### src/rtl/regfile_write_arbiter.sv
// Register-file write-port arbiter: round-robin sharing between the ALU
// writeback (requester 0) and the load unit (requester 1), plus a bulk-clear
// sequence that writes CLEAR_VALUE to every register, one per cycle.
module regfile_write_arbiter #(
    parameter int                DATA_W      = 8,
    parameter int                ADDR_W      = 4,
    parameter logic [DATA_W-1:0] CLEAR_VALUE = '0
) (
    input  logic              clk_i,
    input  logic              rst_i,
    input  logic              clear_start_i,
    output logic              busy_o,
    input  logic              req0_valid_i,
    input  logic [ADDR_W-1:0] req0_reg_i,
    input  logic [DATA_W-1:0] req0_data_i,
    input  logic              req1_valid_i,
    input  logic [ADDR_W-1:0] req1_reg_i,
    input  logic [DATA_W-1:0] req1_data_i,
    output logic              req0_ready_o,
    output logic              req1_ready_o,
    output logic              reg_write_o,
    output logic [ADDR_W-1:0] write_reg_o,
    output logic [DATA_W-1:0] write_data_o,
    output logic              grant_id_o
);

    typedef enum logic {
        ST_ARB   = 1'b0,
        ST_CLEAR = 1'b1
    } state_t;

    localparam logic [ADDR_W-1:0] LAST_REG = {ADDR_W{1'b1}};

    state_t            state_q;
    logic [ADDR_W-1:0] clr_cnt_q;
    logic              last_grant_q;
    logic              reg_write_q;
    logic [ADDR_W-1:0] write_reg_q;
    logic [DATA_W-1:0] write_data_q;
    logic              grant_id_q;

    logic can_accept;
    logic ready0;
    logic ready1;
    logic accept0;
    logic accept1;

    // Combinational readies: a pending clear (or reset) blocks both requesters;
    // on a tie the requester that did not win last time gets the port.
    always_comb begin
        can_accept = (state_q == ST_ARB) && !rst_i && !clear_start_i;
        ready0     = can_accept && req0_valid_i && (!req1_valid_i || last_grant_q);
        ready1     = can_accept && req1_valid_i && (!req0_valid_i || !last_grant_q);
        accept0    = req0_valid_i && ready0;
        accept1    = req1_valid_i && ready1;
    end

    // Control FSM and the registered write port seen by the register file.
    always_ff @(posedge clk_i or posedge rst_i) begin
        if (rst_i) begin
            state_q      <= ST_ARB;
            clr_cnt_q    <= '0;
            last_grant_q <= 1'b1;
            reg_write_q  <= 1'b0;
            write_reg_q  <= '0;
            write_data_q <= '0;
            grant_id_q   <= 1'b0;
        end else begin
            case (state_q)
                ST_ARB: begin
                    if (clear_start_i) begin
                        state_q     <= ST_CLEAR;
                        clr_cnt_q   <= '0;
                        reg_write_q <= 1'b0;
                    end else if (accept0) begin
                        reg_write_q  <= 1'b1;
                        write_reg_q  <= req0_reg_i;
                        write_data_q <= req0_data_i;
                        grant_id_q   <= 1'b0;
                        last_grant_q <= 1'b0;
                    end else if (accept1) begin
                        reg_write_q  <= 1'b1;
                        write_reg_q  <= req1_reg_i;
                        write_data_q <= req1_data_i;
                        grant_id_q   <= 1'b1;
                        last_grant_q <= 1'b1;
                    end else begin
                        reg_write_q <= 1'b0;
                    end
                end
                ST_CLEAR: begin
                    // Clear starts are ignored here; the sweep always runs to the end.
                    reg_write_q  <= 1'b1;
                    write_reg_q  <= clr_cnt_q;
                    write_data_q <= CLEAR_VALUE;
                    clr_cnt_q    <= clr_cnt_q + ADDR_W'(1);
                    if (clr_cnt_q == LAST_REG) begin
                        state_q <= ST_ARB;
                    end
                end
                default: begin
                    state_q     <= ST_ARB;
                    reg_write_q <= 1'b0;
                end
            endcase
        end
    end

    assign busy_o       = (state_q == ST_CLEAR);
    assign req0_ready_o = ready0;
    assign req1_ready_o = ready1;
    assign reg_write_o  = reg_write_q;
    assign write_reg_o  = write_reg_q;
    assign write_data_o = write_data_q;
    assign grant_id_o   = grant_id_q;

endmodule

### config.mk
export PLATFORM = sky130hd
export DESIGN_NAME = regfile_write_arbiter
export DESIGN_NICKNAME = d
export VERILOG_FILES = /design/src/rtl/regfile_write_arbiter.sv
export SDC_FILE = /design/constraint.sdc
export NUM_CORES = 1
export LEC_CHECK = 0
export BUFFER_PORTS_ARGS = -buffer_cell sky130_fd_sc_hd__buf_2
export CAP_MARGIN = 20
export CORE_ASPECT_RATIO = 1.2
export CORE_MARGIN = 4
export CORE_UTILIZATION = 45
export CTS_CLUSTER_SIZE = 30
export DETAILED_ROUTE_END_ITERATION = 10
export PLACE_DENSITY_LB_ADDON = 0.08
export SETUP_SLACK_MARGIN = 0.15
export SLEW_MARGIN = 20
export SYNTH_ARGS = -nofsm -noshare
export SYNTH_HDL_FRONTEND = slang
export SYNTH_SLANG_ARGS = --single-unit
### constraint.sdc
create_clock -name clk_i -period 2 [get_ports clk_i]
set_clock_uncertainty 0.15 [all_clocks]
set_input_delay 0.2 -clock clk_i [delete_from_list [all_inputs] [get_ports clk_i]]
set_output_delay 0.2 -clock clk_i [all_outputs]
set_load 0.02 [all_outputs]
## Word level (Yosys, flattened, before mapping)

Cells that the tools add are included.
Widths: inputs -> output; s select.

| cells by class | value |
|---|---|
| add/sub/neg operators | 1 |
| equal/unequal tests | 4 |
| muxes and demuxes | 19 |
| bitwise operators | 2 |
| reductions and logical operators | 18 |

Operator list:

| kind | count |
|---|---|
| $mux 8 | 3 |
| $mux 4 | 4 |
| $pmux 4 s2 | 2 |
| $pmux 8 s2 | 1 |
| $logic_and 1x1->1 | 8 |
| $mux 1 | 7 |
| $logic_not 1->1 | 5 |
| $add 4x1->4 const B | 1 |
| $eq 4x4->1 const B | 1 |
| $ne 2x2->1 const B | 2 |
| $pmux 1 s2 | 2 |
| $ne 3x3->1 const B | 1 |
| $reduce_and 3->1 | 1 |
| $logic_or 1x1->1 | 2 |
| $not 1->1 | 2 |
| $reduce_and 2->1 | 1 |
| $reduce_bool 2->1 | 1 |

| word-level totals | value |
|---|---|
| output and inout bits | 17 |
| input port bits | 29 |
| register bits after elaboration | 20 |
| word-level logic and storage cells | 51 |

## Depth between registers and ports, before layout

| logic depth | value |
|---|---|
| word-level depth | 10 |
| gate-level depth with buffers | 5 |
| gate-level depth less buffers | 4 |

## Worst setup path before layout

No wires, ideal clock.

| timing path | value |
|---|---|
| path kind | flip-flop to flip-flop |
| start | register state_q, in the netlist busy_o |
| end | register write_data_q[0], in the netlist write_data_o[0] |
| stages on the path, launching flop included | 6 |
| clock period less this slack | 1.664 ns |
| setup slack | 0.336 ns |
| library setup time | 0.123 ns |
| arrival | 1.391 ns |
| path buffers | 2 |
| data required time | 1.727 ns |
| cells stage by stage | dfrtp_1 > buf_6 > nor3_4 > nand3_4 > buf_6 > o221a_1 |

| between the ends | value |
|---|---|
| word-level cells in the longest chain between the ends | 9 |
| elaborated cells on any way between the ends | 15 |

Ends and longest elaborated chain:

| element | line | RTL |
|---|---|---|
| from (decl) | 34 | `state_t state_q;` |
| from (signal assigned) | 61 | `state_q <= ST_ARB;` |
| from (signal assigned) | 72 | `state_q <= ST_CLEAR;` |
| from (signal assigned) | 98 | `state_q <= ST_ARB;` |
| $not 1->1 (no source line) | - |  |
| $logic_and 1x1->1 (2 in series) | 51 | `can_accept = (state_q == ST_ARB) && !rst_i && !clear_start_i;` |
| $logic_and 1x1->1 (2 in series) | 52 | `ready0 = can_accept && req0_valid_i && (!req1_valid_i \|\| last_grant_q);` |
| $logic_and 1x1->1 | 54 | `accept0 = req0_valid_i && ready0;` |
| $mux 8 | 75 | `end else if (accept0) begin` |
| $mux 8 | 71 | `if (clear_start_i) begin` |
| $pmux 8 s2 | 69 | `case (state_q)` |
| to (signal assigned) | 78 | `write_data_q <= req0_data_i;` |
| to (signal assigned) | 84 | `write_data_q <= req1_data_i;` |
| to (decl) | 39 | `logic [DATA_W-1:0] write_data_q;` |

Parallel ways exist; a longest one is shown, timed or not. The select of a mux whose other input is x is not followed.
A chain may end at the register's enable or synchronous reset.

## Final worst setup path

| timing path | value |
|---|---|
| start | register state_q, in the netlist busy_o |
| end | output req0_ready_o |

| between the ends | value |
|---|---|
| word-level cells in the longest chain between the ends | 5 |

Ends and longest elaborated chain:

| element | line | RTL |
|---|---|---|
| $not 1->1 (no source line) | - |  |
| $logic_and 1x1->1 (2 in series) | 51 |  |
| $logic_and 1x1->1 (2 in series) | 52 |  |
| to (decl) | 19 | `output logic req0_ready_o,` |

No other way between the ends.

==> reports/metrics.csv <==
metric,value,unit
Iteration-0 DRC Markers,12,
Final HPWL DP,1791,µm
Final nets,171,
Die Span Y,60.28,µm
Mapped Area,1025,µm²
MaxCap Viol Count,0,
number of global-route vias before repair,918,
crit-path leading delay family,flip-flops,
critical path startpoint,busy_o,
syn_area_per_cell,11.51,µm²
Total Routing Usage GR,17.41,%
final setup fails,0,
crit path max fanout,3,
number of synthesized register bits,20,
RSZ-0062 raised after global routing,no,
top post-synthesis cells by area,"dfrtp_1 (46%), o221a_1 (8.8%), o2bb2ai_1 (6.8%)",
status,completed,
setup TNS,0,ns
fin worst setup slack,0.2425,ns
PortBufs,45,
ANT nets after route,0,
Cells on Worst Hold Path,2,
Setup WS pre-CTS,0.3223,ns
pwr dens,1050,nW/µm²
Startpoint Class,flip-flop,
"slowest stage delay, CP",0.44,ns
final wirelength,2403,µm
"EDFF count, synth",0,
Synth top area share,46.40,%
slowest stage cell on the critical path,dfrtp_2,
clk sink count,20,
Antenna Cells,0,
worst-path cell chain,nor3_4 > buf_4 > nand3_4 > inv_1 > buf_2,
Synth Instances,89,
Mapped Nets,119,
clock-pin slew on the worst setup and hold paths,0.11,ns
CP bufs+invs,3,
H-tree levels,1,
CTS Root Cell,clkbuf_4,
Fillers,209,
Yosys top cell by area,dfrtp_1,
top-count cell post-synth,dfrtp_1,
worst r2r path cells,4,
antenna violations before repair,0,
Wirelength per Cell,14.14,µm
fmax,0.5690,GHz
Crit Reg-Reg Startpoint,busy_o,
Worst IR Drop VDD,528.7,µV
synth cell count leaders,"dfrtp_1 (19), inv_1 (8), o221a_1 (8), o2bb2ai_1 (8), nand2_1 (5)",
Setup CP Type,reg -> out,
row count,18,
critical path depth in cells,5,
Async SR Flop Fraction,100.0,%
first-pass GRT wire length,4071,µm
via count,905,
Via-to-Cell Ratio,5.324,
Synth cell types,34,
yosys warns,0,
share of cells above drive strength 1,46.43,%
final period utilization,87.87,%
Max Slew Vio Count,0,
top_reg_cell synth,dfrtp_1,
number of buffers created by CTS,3,
# DRC,0,
Pleak,0.0006749,µW
Worst-Margin Slew,0.7491,ns
CTS Buffer Depth,2,
register area share after synthesis,48.96,%
total grt overflow,0,
min Tclk post-route,1.757,ns
largest net degree at the start of global routing,21,
die width,51.56,µm
crit path DAT,1.41,ns
drt pass-1 iters,4,
die area,3108,µm²
Area growth syn-to-layout,31.14,%
routability cong.,0.7464,
CTS tree,built,
initial cell density of the core,48.40,%
Worst Setup End Kind,output pin,
Slew Limit Headroom,50.00,%
hold path startpoint,req1_data_i[5],
core area,2117,µm²
Worst-Skew Late Latency,0.29,ns
Hold Fails Final Rpt,0,
CP Data Required Time,1.65,ns
Hold/Removal Path Class,in -> reg,
IO Count,46,
cell type report:
| cell class | count | area, µm² | area share [%] |
|---|---|---|---|
| Sequential cell | 20 | 503.0 | 37.43 |
| Multi-Input combinational cell | 56 | 461.7 | 34.36 |
| Timing Repair Buffer | 52 | 285.3 | 21.23 |
| Tap cell | 30 | 37.54 | 2.793 |
| Inverter | 8 | 30.03 | 2.235 |
| Clock buffer | 4 | 26.28 | 1.955 |
routing by layer:
metal | GRT usage, % | wire length (µm) | up-vias
li1 | - | - | 449
met4 | 5.993 | 15 | 0
met3 | 2.494 | 134 | 2
met1 | 22.36 | 986 | 424
met5 | 0 | 0 | -
met2 | 29.82 | 1266 | 30
power by group:
| part | switching [µW] | total (µW) | internal, µW |
|---|---|---|---|
| sequential | 108 | 648 | 539 |
| clock | 116 | 193 | 77.4 |
| combinational | 322 | 570 | 247 |
| total | 547 | 1410 | 864 |
worst paths after layout:
check / slack (ns) / endpoint
min in group asynchronous: 0.46 / clr_cnt_q[0]
max reg2reg: 0.29 / write_data_o[7]
min: 0.01 / write_data_o[5]
max: 0.24 / req0_ready_o
min reg2reg: 0.34 / grant_id_o
max in group asynchronous: 0.73 / busy_o
cell families after synthesis:
kind of cell	count (synthesis)	share of synthesized area, %
AOI/OAI and AO/OA	33	28.70
xor gates and xnor gates	1	0.8549
adders and majority gates	1	1.221
buffers and inverters	13	7.081
DFF	20	48.96
and+or+nand+nor	21	13.19
registers in the layout, indices dropped and copies added (netlist names):
register      flops
last_grant_q      1
grant_id_o        1
write_reg_o       4
reg_write_o       1
busy_o            1
write_data_o      8
clr_cnt_q         4
through the flow:
step / hold WS (ns) / total power (µW) / instance area, µm² / utilization (%) / instances
finish: 0.01151 / 1410 / 1344 / 63.48 / 170
global route: 0.01063 / 1531 / 1344 / 63.48 / 170
CTS: 0.003598 / 1424 / 1320 / 62.35 / 168
detailed placement: 0.2727 / 1209 / 1252 / 59.16 / 160
global placement: 0.2519 / 1198 / 1252 / 59.16 / 160
floorplan: 0.01309 / 1040 / 1025 / - / 89
worst register-to-register path, delay by kind of cell (launching register included):
family	cells	cell delay (ns)
buffers and inverters	1	0.17
AND/OR/NAND/NOR	1	0.50
flip-flops	1	0.44
AO/OA/AOI/OAI	2	0.39
cell usage in the layout (no fill, tap or decap), types with 2 or more instances in the layout:
cell type,n
buf_2,45
dfrtp_1,18
inv_1,8
o2bb2ai_1,8
o221a_1,8
nand2_1,5
nand4_1,4
buf_4,4
o211ai_1,3
a32oi_1,3
clkbuf_4,3
dlygate4sd3_1,3
nand3_1,2
a21o_2,2
o21ai_0,2
timing repair:
item                                   in CTS  in global routing
pin swaps                                   2                  1
setup endpoints to repair                   2                  2
hold buffers                                2                  1
endpoints found under the hold margin      20                  1
resized for setup                           2                  2
setup buffers                               2                  1
No activity file was read; power rests on OpenSTA's default activity.
